File: src/rtl/game_pkg.sv
// Shared game-level types and default tuning constants for per-frame controllers.
package game_pkg;

  typedef enum logic [1:0] {
    IDLE   = 2'd0,
    FIGHT  = 2'd1,
    INVULN = 2'd2,
    DEAD   = 2'd3
  } boss_state_t;

  localparam int BOSS_MAX_HP_DEF  = 100;
  localparam int MELEE_DMG_DEF    = 5;
  localparam int ARCHER_DMG_DEF   = 2;
  localparam int IFRAMES_DEF      = 30;
  localparam int FLASH_FRAMES_DEF = 8;

  // Boss sprite footprint, shared with the weapon and boss draw stages
  localparam int BOSS_LNG = 64;
  localparam int BOSS_HGT = 64;

endpackage

File: src/rtl/frame_tick_gen.sv
// End-of-frame pulse from the rising edge of vertical blank.
module frame_tick_gen (
  input  logic clk,
  input  logic rst_n,
  input  logic vblnk,
  output logic frame_end
);

  logic vblnk_q, vblnk_d;

  // next value of the delayed vblank
  always_comb vblnk_d = vblnk;

  // one-cycle delay of vblank for edge detection
  always_ff @(posedge clk or negedge rst_n) begin
    if (!rst_n) vblnk_q <= 1'b0;
    else        vblnk_q <= vblnk_d;
  end

  assign frame_end = vblnk & ~vblnk_q;

endmodule

File: src/rtl/boss_damage_ctrl.sv
// Boss HP controller: integrates melee/arrow hits per frame, applies damage,
// holds invulnerability frames and drives the hit-flash request.
//
//   state  | meaning
//   IDLE   | no fight; HP parked at max
//   FIGHT  | boss vulnerable; damage applied at frame end
//   INVULN | post-hit invulnerability; hits discarded
//   DEAD   | HP reached zero; waits for the fight to end
module boss_damage_ctrl
  import game_pkg::*;
#(
  parameter int BOSS_MAX_HP  = BOSS_MAX_HP_DEF,
  parameter int MELEE_DMG    = MELEE_DMG_DEF,
  parameter int ARCHER_DMG   = ARCHER_DMG_DEF,
  parameter int IFRAMES      = IFRAMES_DEF,
  parameter int FLASH_FRAMES = FLASH_FRAMES_DEF,
  parameter int HP_W         = 8
) (
  input  logic            clk,
  input  logic            rst_n,
  input  logic            vblnk,
  input  logic [1:0]      game_active,
  input  logic            melee_hit,
  input  logic            arrow_hit,
  output logic [HP_W-1:0] boss_hp,
  output logic            boss_alive,
  output logic            boss_flash,
  output logic            boss_defeated
);

  // iframe counter holds IFRAMES-1 at most; flash counter holds FLASH_FRAMES
  localparam int IF_W = (IFRAMES > 2) ? $clog2(IFRAMES) : 1;
  localparam int FL_W = $clog2(FLASH_FRAMES + 1);

  localparam logic [HP_W-1:0] HP_MAX   = HP_W'(BOSS_MAX_HP);
  localparam logic [HP_W:0]   MELEE_V  = (HP_W+1)'(MELEE_DMG);
  localparam logic [HP_W:0]   ARCHER_V = (HP_W+1)'(ARCHER_DMG);

  logic frame_end;

  frame_tick_gen u_frame_tick (
    .clk       (clk),
    .rst_n     (rst_n),
    .vblnk     (vblnk),
    .frame_end (frame_end)
  );

  boss_state_t     state_q, state_d;
  logic [HP_W-1:0] hp_q, hp_d;
  logic [IF_W-1:0] iframe_q, iframe_d;
  logic [FL_W-1:0] flash_cnt_q, flash_cnt_d;
  logic            melee_seen_q, melee_seen_d;
  logic            arrow_seen_q, arrow_seen_d;
  logic            alive_q, alive_d;
  logic            flash_q, flash_d;
  logic            defeated_q, defeated_d;
  logic [HP_W:0]   dmg;
  logic            fight_on;

  assign fight_on = |game_active;

  // hit flags: latch strobes during active video, clear at each frame end
  always_comb begin
    melee_seen_d = melee_seen_q | (melee_hit & ~vblnk);
    arrow_seen_d = arrow_seen_q | (arrow_hit & ~vblnk);
    if (frame_end) begin
      melee_seen_d = 1'b0;
      arrow_seen_d = 1'b0;
    end
  end

  // damage of the frame being closed; melee and arrow add up
  always_comb begin
    dmg = (melee_seen_q ? MELEE_V : '0) + (arrow_seen_q ? ARCHER_V : '0);
  end

  // next-state, HP, counters and registered output values
  always_comb begin
    state_d     = state_q;
    hp_d        = hp_q;
    iframe_d    = iframe_q;
    defeated_d  = 1'b0;
    flash_cnt_d = (frame_end && flash_cnt_q != '0) ? flash_cnt_q - FL_W'(1) : flash_cnt_q;

    case (state_q)
      IDLE: begin
        hp_d        = HP_MAX;
        iframe_d    = '0;
        flash_cnt_d = '0;
        if (fight_on) state_d = FIGHT;
      end
      FIGHT: begin
        if (frame_end && dmg != '0) begin
          if ({1'b0, hp_q} <= dmg) begin
            hp_d       = '0;
            defeated_d = 1'b1;
            state_d    = DEAD;
          end else begin
            hp_d        = hp_q - dmg[HP_W-1:0];
            iframe_d    = IF_W'(IFRAMES - 1);
            flash_cnt_d = FL_W'(FLASH_FRAMES);
            state_d     = INVULN;
          end
        end
      end
      INVULN: begin
        if (frame_end) begin
          if (iframe_q == '0) state_d = FIGHT;
          else                iframe_d = iframe_q - IF_W'(1);
        end
      end
      DEAD: begin
        hp_d = '0;
      end
      default: state_d = IDLE;
    endcase

    // leaving the fight wins over any same-cycle frame update
    if (state_q != IDLE && !fight_on) begin
      state_d     = IDLE;
      hp_d        = HP_MAX;
      iframe_d    = '0;
      flash_cnt_d = '0;
      defeated_d  = 1'b0;
    end

    alive_d = (state_d == FIGHT) || (state_d == INVULN);
    flash_d = (flash_cnt_d != '0);
  end

  // state and datapath registers
  always_ff @(posedge clk or negedge rst_n) begin
    if (!rst_n) begin
      state_q      <= IDLE;
      hp_q         <= HP_MAX;
      iframe_q     <= '0;
      flash_cnt_q  <= '0;
      melee_seen_q <= 1'b0;
      arrow_seen_q <= 1'b0;
      alive_q      <= 1'b0;
      flash_q      <= 1'b0;
      defeated_q   <= 1'b0;
    end else begin
      state_q      <= state_d;
      hp_q         <= hp_d;
      iframe_q     <= iframe_d;
      flash_cnt_q  <= flash_cnt_d;
      melee_seen_q <= melee_seen_d;
      arrow_seen_q <= arrow_seen_d;
      alive_q      <= alive_d;
      flash_q      <= flash_d;
      defeated_q   <= defeated_d;
    end
  end

  assign boss_hp       = hp_q;
  assign boss_alive    = alive_q;
  assign boss_flash    = flash_q;
  assign boss_defeated = defeated_q;

endmodule

File: config.mk
export PLATFORM = sky130hd
export DESIGN_NAME = boss_damage_ctrl
export DESIGN_NICKNAME = d
export VERILOG_FILES = /design/src/rtl/game_pkg.sv /design/src/rtl/frame_tick_gen.sv /design/src/rtl/boss_damage_ctrl.sv
export SDC_FILE = /design/constraint.sdc
export NUM_CORES = 1
export LEC_CHECK = 0
export BUFFER_PORTS_ARGS = -buffer_cell sky130_fd_sc_hd__buf_2
export CORE_MARGIN = 3
export CORE_UTILIZATION = 45
export DETAILED_ROUTE_END_ITERATION = 12
export HOLD_SLACK_MARGIN = 0.05
export PLACE_DENSITY_LB_ADDON = 0.12
export SLEW_MARGIN = 40
export SYNTH_ARGS = -nofsm -noshare
export SYNTH_HDL_FRONTEND = slang
export SYNTH_SLANG_ARGS = --single-unit
export TNS_END_PERCENT = 5
File: constraint.sdc
create_clock -name clk -period 3.2 [get_ports clk]
set_input_delay 0.32 -clock clk [delete_from_list [all_inputs] [get_ports clk]]
set_output_delay 0.32 -clock clk [all_outputs]
set_load 0.005 [all_outputs]
==> results of run 1 <==
## per-layer routing
layer / up-vias / GRT usage / wire length (um)
met5: - / 0 / 0
met4: 0 / 0.0415 / 34
met3: 5 / 0.0221 / 71
met2: 13 / 0.283 / 1560
met1: 655 / 0.233 / 1600
li1: 663 / - / -
## cell usage in the layout, fill, tap and decap left out, types with 2 or more instances in the layout
master,netlist,layout
sky130_fd_sc_hd__nand3_1,3,3
sky130_fd_sc_hd__xor2_1,2,2
sky130_fd_sc_hd__a31oi_1,6,6
sky130_fd_sc_hd__clkbuf_4,0,3
sky130_fd_sc_hd__nand2_1,9,9
sky130_fd_sc_hd__nand4_1,2,2
sky130_fd_sc_hd__and3_1,2,2
sky130_fd_sc_hd__nor3_1,4,4
sky130_fd_sc_hd__nor2_1,16,16
sky130_fd_sc_hd__nor4_1,2,2
sky130_fd_sc_hd__and2_1,2,2
sky130_fd_sc_hd__nor2b_1,5,5
sky130_fd_sc_hd__dfrtp_1,22,22
sky130_fd_sc_hd__o21ai_1,2,2
sky130_fd_sc_hd__xnor2_1,5,5
sky130_fd_sc_hd__o21ai_0,9,9
sky130_fd_sc_hd__ha_1,11,11
sky130_fd_sc_hd__dfstp_2,3,3
sky130_fd_sc_hd__buf_2,1,17
sky130_fd_sc_hd__inv_1,18,18
sky130_fd_sc_hd__o21a_1,2,2
sky130_fd_sc_hd__o22ai_1,4,4
sky130_fd_sc_hd__a21oi_1,13,13
sky130_fd_sc_hd__or3_1,2,2
sky130_fd_sc_hd__nand2b_1,5,5
## cells in the mapped netlist (2+ instances only)
cell type	number	share of area
sky130_fd_sc_hd__dfrtp_1	22	0.34
sky130_fd_sc_hd__inv_1	18	0.042
sky130_fd_sc_hd__nor2_1	16	0.037
sky130_fd_sc_hd__a21oi_1	13	0.040
sky130_fd_sc_hd__ha_1	11	0.085
sky130_fd_sc_hd__nand2_1	9	0.021
sky130_fd_sc_hd__o21ai_0	9	0.028
sky130_fd_sc_hd__a31oi_1	6	0.023
sky130_fd_sc_hd__nand2b_1	5	0.019
sky130_fd_sc_hd__nor2b_1	5	0.019
sky130_fd_sc_hd__xnor2_1	5	0.027
sky130_fd_sc_hd__nor3_1	4	0.012
sky130_fd_sc_hd__o22ai_1	4	0.016
sky130_fd_sc_hd__dfstp_2	3	0.049
sky130_fd_sc_hd__nand3_1	3	0.0093
sky130_fd_sc_hd__and2_1	2	0.0078
sky130_fd_sc_hd__and3_1	2	0.0078
sky130_fd_sc_hd__buf_1	2	0.0047
sky130_fd_sc_hd__nand4_1	2	0.0078
sky130_fd_sc_hd__nor4_1	2	0.0078
sky130_fd_sc_hd__o21a_1	2	0.0093
sky130_fd_sc_hd__o21ai_1	2	0.0062
sky130_fd_sc_hd__or3_1	2	0.0078
sky130_fd_sc_hd__xor2_1	2	0.011
## kinds of logic (layout without fill, tap and decap cells)
logic type / count (synthesis) / after routing
and+or+nand+nor: 59 / 59
xor gates and xnor gates: 7 / 7
buffers and inverters: 22 / 41
adders and majority gates: 12 / 12
DFF: 25 / 25
muxes: 2 / 2
AOI/OAI and AO/OA: 49 / 49
## sequential cells by signal, summed over array words and instances, names as in the netlist
signal / flops
boss_hp: 8
iframe_q: 5
flash_cnt_q: 4
state_q: 2
arrow_seen_q: 1
boss_alive: 1
boss_defeated: 1
boss_flash: 1
melee_seen_q: 1
u_frame_tick.vblnk_q: 1
## power groups by stage
| stage | logic [W] | clock network (W) | registers [W] |
|---|---|---|---|
| 6_report | 0.00103 | 0.000141 | 0.000562 |
| 5_1_grt | 0.00118 | 0.000158 | 0.000583 |
| 4_1_cts | 0.00104 | 0.000148 | 0.000561 |
| 3_5_place_dp | 0.00103 | 0 | 0.000568 |
| 3_3_place_gp | 0.00101 | 0 | 0.000565 |
| 2_1_floorplan | 0.000793 | 0 | 0.000549 |
## through the flow
stage / area, sq um / setup slack (ns) / util / total power (W)
after floorplan: 1610 / 0.941 / - / 0.00134
after global placement: 1740 / 0.851 / 0.515 / 0.00158
after detailed placement: 1740 / 0.796 / 0.515 / 0.00160
after CTS: 1780 / 0.772 / 0.525 / 0.00175
after global routing: 1780 / 0.625 / 0.525 / 0.00192
final: 1780 / 0.798 / 0.525 / 0.00173
## layout make-up
class	instances	area (sq um)	share of cell area
Inverter	18	67.6	0.0379
Sequential cell	25	629	0.353
Multi-Input combinational cell	129	897	0.504
Tap cell	46	57.6	0.0323
Timing Repair Buffer	19	103	0.0576
Clock buffer	4	26.3	0.0148
## repair_timing
item	in CTS	in global routing
setup endpoints to repair	0	0
hold buffers	1	0
resized for setup	0	0
hold endpoints to repair	22	0
## worst max-delay path by stage
stage	start	end	slack (ns)
after floorplan	boss_hp[0]$_DFFE_PN0P_	boss_alive$_DFF_PN0_	0.94
after global placement	boss_hp[0]$_DFFE_PN0P_	boss_alive$_DFF_PN0_	0.85
after detailed placement	boss_hp[0]$_DFFE_PN0P_	boss_alive$_DFF_PN0_	0.80
after CTS	boss_hp[0]$_DFFE_PN0P_	boss_alive$_DFF_PN0_	0.77
after global routing	boss_hp[0]$_DFFE_PN0P_	boss_alive$_DFF_PN0_	0.62
final	boss_hp[0]$_DFFE_PN0P_	boss_alive$_DFF_PN0_	0.80
==> qor.yml, run 1 <==
layout-area-overhead-vs-synth_pct: 10.6
largest_buffer_count_on_any_clock_path: 2
path_cells: "inv_1 > ha_1 > inv_1 > fa_1 > a21o_1 > a211oi_4 > a21oi_1 > o211ai_2 > mux2_1"
initial_core_util: 0.475
routed_wl_um: 3260
timing.critical_path.mode_cell: "sky130_fd_sc_hd__inv_1"
timing.max_slew.rel_slack: 0.551
floorplan.rows: 21
fin_worst_skew_ns: 0.00379
diodes: 0
vias: 1336
post_synth_and_or_nand_nor_area_fraction: 0.201
cts_tree: "done"
initial_antenna_violation_count: 0
final.min_clock_period_ns: 2.40
synth_adder_area_share: 0.0979
r2r.worst_path.cells: 9
grt_setup_unrepaired: "false"
maxSlewViolCount: 0
drt_drc_violations_left: 0
critical_path_type: "register to register"
maximum_capacitance_violations: 0
drt_pre_antenna_iters: 4
io_pins: 18
seq_power_share: 0.325
worst_path_largest_cell_delay_ns: 0.40
die-area_sq_um: 4330
grt_use_total: 0.170
finalNonFillerCells: 241
clock_tree.root_cell: "sky130_fd_sc_hd__clkbuf_4"
synth.ff_latch_count: 25
layout_cells_sized_above_1: 0.169
routed_via_density: 5.54
worst_hold_path.num_cells: 1
share_comb_of_total_power: 0.594
synth_edf_count: 0
cts-buffers-inserted: 3
die_w_um: 65.8
largest_net_degree_at_the_start_of_global_routing: 26
largest_family_of_logic_cells_by_synthesized_area: "compound AO/OA/AOI/OAI gates"
required_time_of_the_worst_setup_path_ns: 3.41
worstPathArrival_ns: 2.61
total_leakage_power_nw: 0.799
critPathBufInv: 2
r2r_slack_ns: 0.80
n_fill_cell: 317
hold_end: "u_frame_tick.vblnk_q$_DFF_PN0_"
yosys_synthesis_warning_count: 0
path_delay_family: "compound AO/OA/AOI/OAI gates"
place_hpwl_um: 2480
synth_top_flop_cell: "sky130_fd_sc_hd__dfrtp_1"
globalRoute.totalOverflow: 0
part_of_the_total_power_dissipated_in_the_clock_network: 0.081
globalplace.congestion: 0.811
startpoint_of_the_most_critical_register_to_register_path: "boss_hp[0]$_DFFE_PN0P_"
post_drt_wl_per_cell_um: 13.5
grt_first_pass_wirelength_um: 5820
holdWs_ns: 0.150
power_report.internal_total_w: 0.000944
synth_cells: 176
detail-route-antenna-nets: 0
async_reset_ff_frac: 1.00
first_global_vias: 1313
hp-start: "vblnk"
worstSetupPathDepth: 9
worstMarginPinSlew_ns: 0.665
synth_seq_area_share: 0.391
synthesis.area_sq_um: 1610
post-cts-setup-buffer-count: 0
net_switching_fraction_of_the_power: 0.455
critPathCaptureType: "register"
crit-reg2reg-capture: "boss_alive$_DFF_PN0_"
hold_class: "input port to register"
synth_mux_area_frac: 0.0140
post-route-period-util: 0.751
result_of_the_run: "completed"
timing_hold_violations_final: 0
pwr_cell_area_nw_per_um2: 972
ys_types: 49
setup_viol: 0
cts_num_sinks: 25
timing.fmax_ghz: 0.416
core_area_sq_um: 3390
postSynthAreaPerCell_sq_um: 9.15
xor_xnor_fraction_of_synth_area: 0.0381
place.port_buffers: 17
ir_drop_mv: 0.458
die_y_um: 65.8
start_kind: "register"
synth-compound-area-share: 0.206
cts.reportedPaths.clkPinSlew_ns: 0.13
worst_skew_pair.late_latency_ns: 0.31
cts-htree-levels: 1
fin_nets: 215
netSwitchingPower_w: 0.000787
cp_slowest_cell: "sky130_fd_sc_hd__dfrtp_1"
detailedRoute.firstIterationViolations: 40
synth_nets: 195
crit_fanout: 6
dpl.cell_count: 236
setup_total_negative_slack_ns: 0
No activity file was read; power rests on OpenSTA's default activity.
==> run 2, diff against run 1 <==
--- a/config.mk
+++ b/config.mk
@@ -5,6 +5,7 @@
 export SDC_FILE = /design/constraint.sdc
 export NUM_CORES = 1
 export LEC_CHECK = 0
+export ABC_AREA = 1
 export BUFFER_PORTS_ARGS = -buffer_cell sky130_fd_sc_hd__buf_2
 export CORE_MARGIN = 3
 export CORE_UTILIZATION = 45
==> constraint.sdc (replaced) <==
create_clock -name clk -period 2.5 [get_ports clk]
set_input_delay 0.25 -clock clk [delete_from_list [all_inputs] [get_ports clk]]
set_output_delay 0.25 -clock clk [all_outputs]
set_load 0.005 [all_outputs]
==> run 2 against run 1 <==
Sequential power is 20% higher. Largest power group unchanged. Clock power is 77% higher. Critical path type unchanged. Flip-flop and latch count stayed put.
==> qor.yml, run 2 <==
result_of_the_run: "completed"
pwr_cell_area_nw_per_um2: 1280
ys_types: 33
final-seq-area_sq_um: 629
layout_cells_sized_above_1: 0.211
initial_antenna_violation_count: 0
grt_setup_unrepaired: "false"
routed_wl_um: 3580
first_global_vias: 1480
fin_nets: 295
total_leakage_power_nw: 1.12
drt_drc_violations_left: 0
final.min_clock_period_ns: 1.92
detailedRoute.firstIterationViolations: 51
place.port_buffers: 17
start_kind: "register"
floorplan.rows: 22
globalplace.congestion: 0.822
dpl.cell_count: 318
detailedPlace.worstSlack_ns: 0.583
cts.reportedPaths.clkPinSlew_ns: 0.09
die_w_um: 70.3
yosys_synthesis_warning_count: 0
initial_core_util: 0.486
largest_net_degree_at_the_start_of_global_routing: 26
multi_input_area_sq_um: 1040
biggest_area_contributors_in_the_synthesized_netlist: "sky130_fd_sc_hd__dfrtp_1, sky130_fd_sc_hd__nand2_1, sky130_fd_sc_hd__ha_1, sky130_fd_sc_hd__inv_1, sky130_fd_sc_hd__nand3_1"
globalRoute.totalOverflow: 0
async_reset_ff_frac: 1.00
post_drt_wl_per_cell_um: 11.1
fin_worst_skew_ns: 0.00265
setup_viol: 0
required_time_of_the_worst_setup_path_ns: 2.72
synthesis.area_sq_um: 1860
maxSlewViolCount: 0
cts_tree: "done"
worst_skew_pair.late_latency_ns: 0.27
hold_class: "input port to register"
cts-htree-levels: 1
yosysMostFrequentCell: "sky130_fd_sc_hd__nand2_1"
core_area_sq_um: 3830
grt_first_pass_wirelength_um: 6440
netlist.area_leader.share: 0.296
largest_reg_flops: 8
vias: 1535
maximum_capacitance_violations: 0
die_y_um: 70.3
timing.max_slew.rel_slack: 0.613
drt_pre_antenna_iters: 4
worstPathArrival_ns: 2.14
most-common-layout-cells: "sky130_fd_sc_hd__nand2_1, sky130_fd_sc_hd__inv_1, sky130_fd_sc_hd__nor2_1, sky130_fd_sc_hd__nand3_1, sky130_fd_sc_hd__dfrtp_1"
io_pins: 18
worstMarginPinSlew_ns: 0.580
ir_drop_mv: 0.567
cts-buffers-inserted: 3
clock_tree.root_cell: "sky130_fd_sc_hd__clkbuf_8"
synth_nets: 276
critical_path_type: "register to register"
post-route-period-util: 0.768
cts_resized: 0
die-area_sq_um: 4940
synth_edf_count: 0
post-cts-setup-buffer-count: 0
r2r.worst_path.cells: 10
timing.fmax_ghz: 0.521
timing_hold_violations_final: 0
grt_use_total: 0.156
final_common_cell: "sky130_fd_sc_hd__nand2_1"
setup_total_negative_slack_ns: 0
synth_cells: 257
finalNonFillerCells: 323
detail-route-antenna-nets: 0
worst_hold_path.num_cells: 1
routed_via_density: 4.75
worst_setup_margin_ns: 0.580
diodes: 0
critPathCaptureType: "register"
synth_largest_area_cell: "sky130_fd_sc_hd__dfrtp_1"
hold_buffers: 1
synth_seq_area_share: 0.338
synth.ff_latch_count: 25
cts_num_sinks: 25
ys_top_cells_by_count: "sky130_fd_sc_hd__nand2_1, sky130_fd_sc_hd__inv_1, sky130_fd_sc_hd__nand3_1, sky130_fd_sc_hd__nor2_1, sky130_fd_sc_hd__dfrtp_1"
n_fill_cell: 365
place_hpwl_um: 2780
layout-area-overhead-vs-synth_pct: 8.88
synth_top_flop_cell: "sky130_fd_sc_hd__dfrtp_1"
postSynthAreaPerCell_sq_um: 7.23
crit_fanout: 11
largest_buffer_count_on_any_clock_path: 2
run 2: changes by cell type after synthesis, sizes merged, moves of 6 or more:
cell   delta
nor2     +14
nand3    +21
nand2    +77
a31oi     -6
inv      +21
run 2: final cells by class:
| type | count | area share |
|---|---|---|
| Clock inverter | 1 | 0.00371 |
| Sequential cell | 25 | 0.311 |
| Clock buffer | 3 | 0.0204 |
| Tap cell | 48 | 0.0297 |
| Inverter | 39 | 0.0735 |
| Timing Repair Buffer | 18 | 0.0470 |
| Multi-Input combinational cell | 189 | 0.515 |
run 2: critical path, cell delays in order (launching register included):
cell                      delay [ns]
sky130_fd_sc_hd__dfrtp_1        0.45
sky130_fd_sc_hd__inv_1          0.19
sky130_fd_sc_hd__ha_1           0.37
sky130_fd_sc_hd__inv_2          0.09
sky130_fd_sc_hd__nand2_4        0.17
sky130_fd_sc_hd__inv_4          0.08
sky130_fd_sc_hd__nor2_4         0.11
sky130_fd_sc_hd__nand2_2        0.09
sky130_fd_sc_hd__o21ai_0        0.16
sky130_fd_sc_hd__nand3_1        0.09
sky130_fd_sc_hd__nand2_1        0.07
run 2: through the flow:
stage / hold slack (ns) / power (W) / instance area (sq um) / utilization
after floorplan: -0.0456 / 0.00203 / 1860 / -
after global placement: 0.284 / 0.00235 / 1970 / 0.514
after detailed placement: 0.284 / 0.00235 / 1970 / 0.514
after CTS: 0.116 / 0.00261 / 2020 / 0.529
after global routing: 0.110 / 0.00289 / 2020 / 0.529
final: 0.127 / 0.00259 / 2020 / 0.529
run 2: metal layers:
layer  up-vias  routed length [um]  track usage
li1        832                   -            -
met1       681                1840        0.215
met2        18                1610        0.255
met3         4                  93       0.0230
met4         0                  34       0.0383
met5         -                   0            0
run 2: final timing paths:
| path | startpoint | end | slack, ns |
|---|---|---|---|
| min in group asynchronous | rst_n | boss_hp[4]$_DFFE_PN0P_ | 0.50 |
| max in group asynchronous | rst_n | flash_cnt_q[1]$_DFF_PN0_ | 1.62 |
| worst min register to register | boss_hp[7]$_DFFE_PN0P_ | boss_hp[7]$_DFFE_PN0P_ | 0.51 |
| worst min-delay path | vblnk | u_frame_tick.vblnk_q$_DFF_PN0_ | 0.13 |
| worst max register to register | state_q[0]$_DFF_PN0_ | iframe_q[0]$_DFFE_PN0P_ | 0.58 |
| worst max-delay path | state_q[0]$_DFF_PN0_ | iframe_q[0]$_DFFE_PN0P_ | 0.58 |
run 2: logic make-up after synthesis:
logic type	after synthesis	synth area share
xor+xnor	4	0.0188
simple gates	153	0.394
compound gates	20	0.0633
buf+inv	43	0.101
fa+ha+maj	12	0.0848
flops	25	0.338
run 2: report_power, final:
group / internal (W) / switching, W / total (W)
registers: 0.000563 / 0.000109 / 0.000672
clock network: 0.000113 / 0.000136 / 0.000249
logic: 0.000614 / 0.00105 / 0.00166
total: 0.00129 / 0.00130 / 0.00259
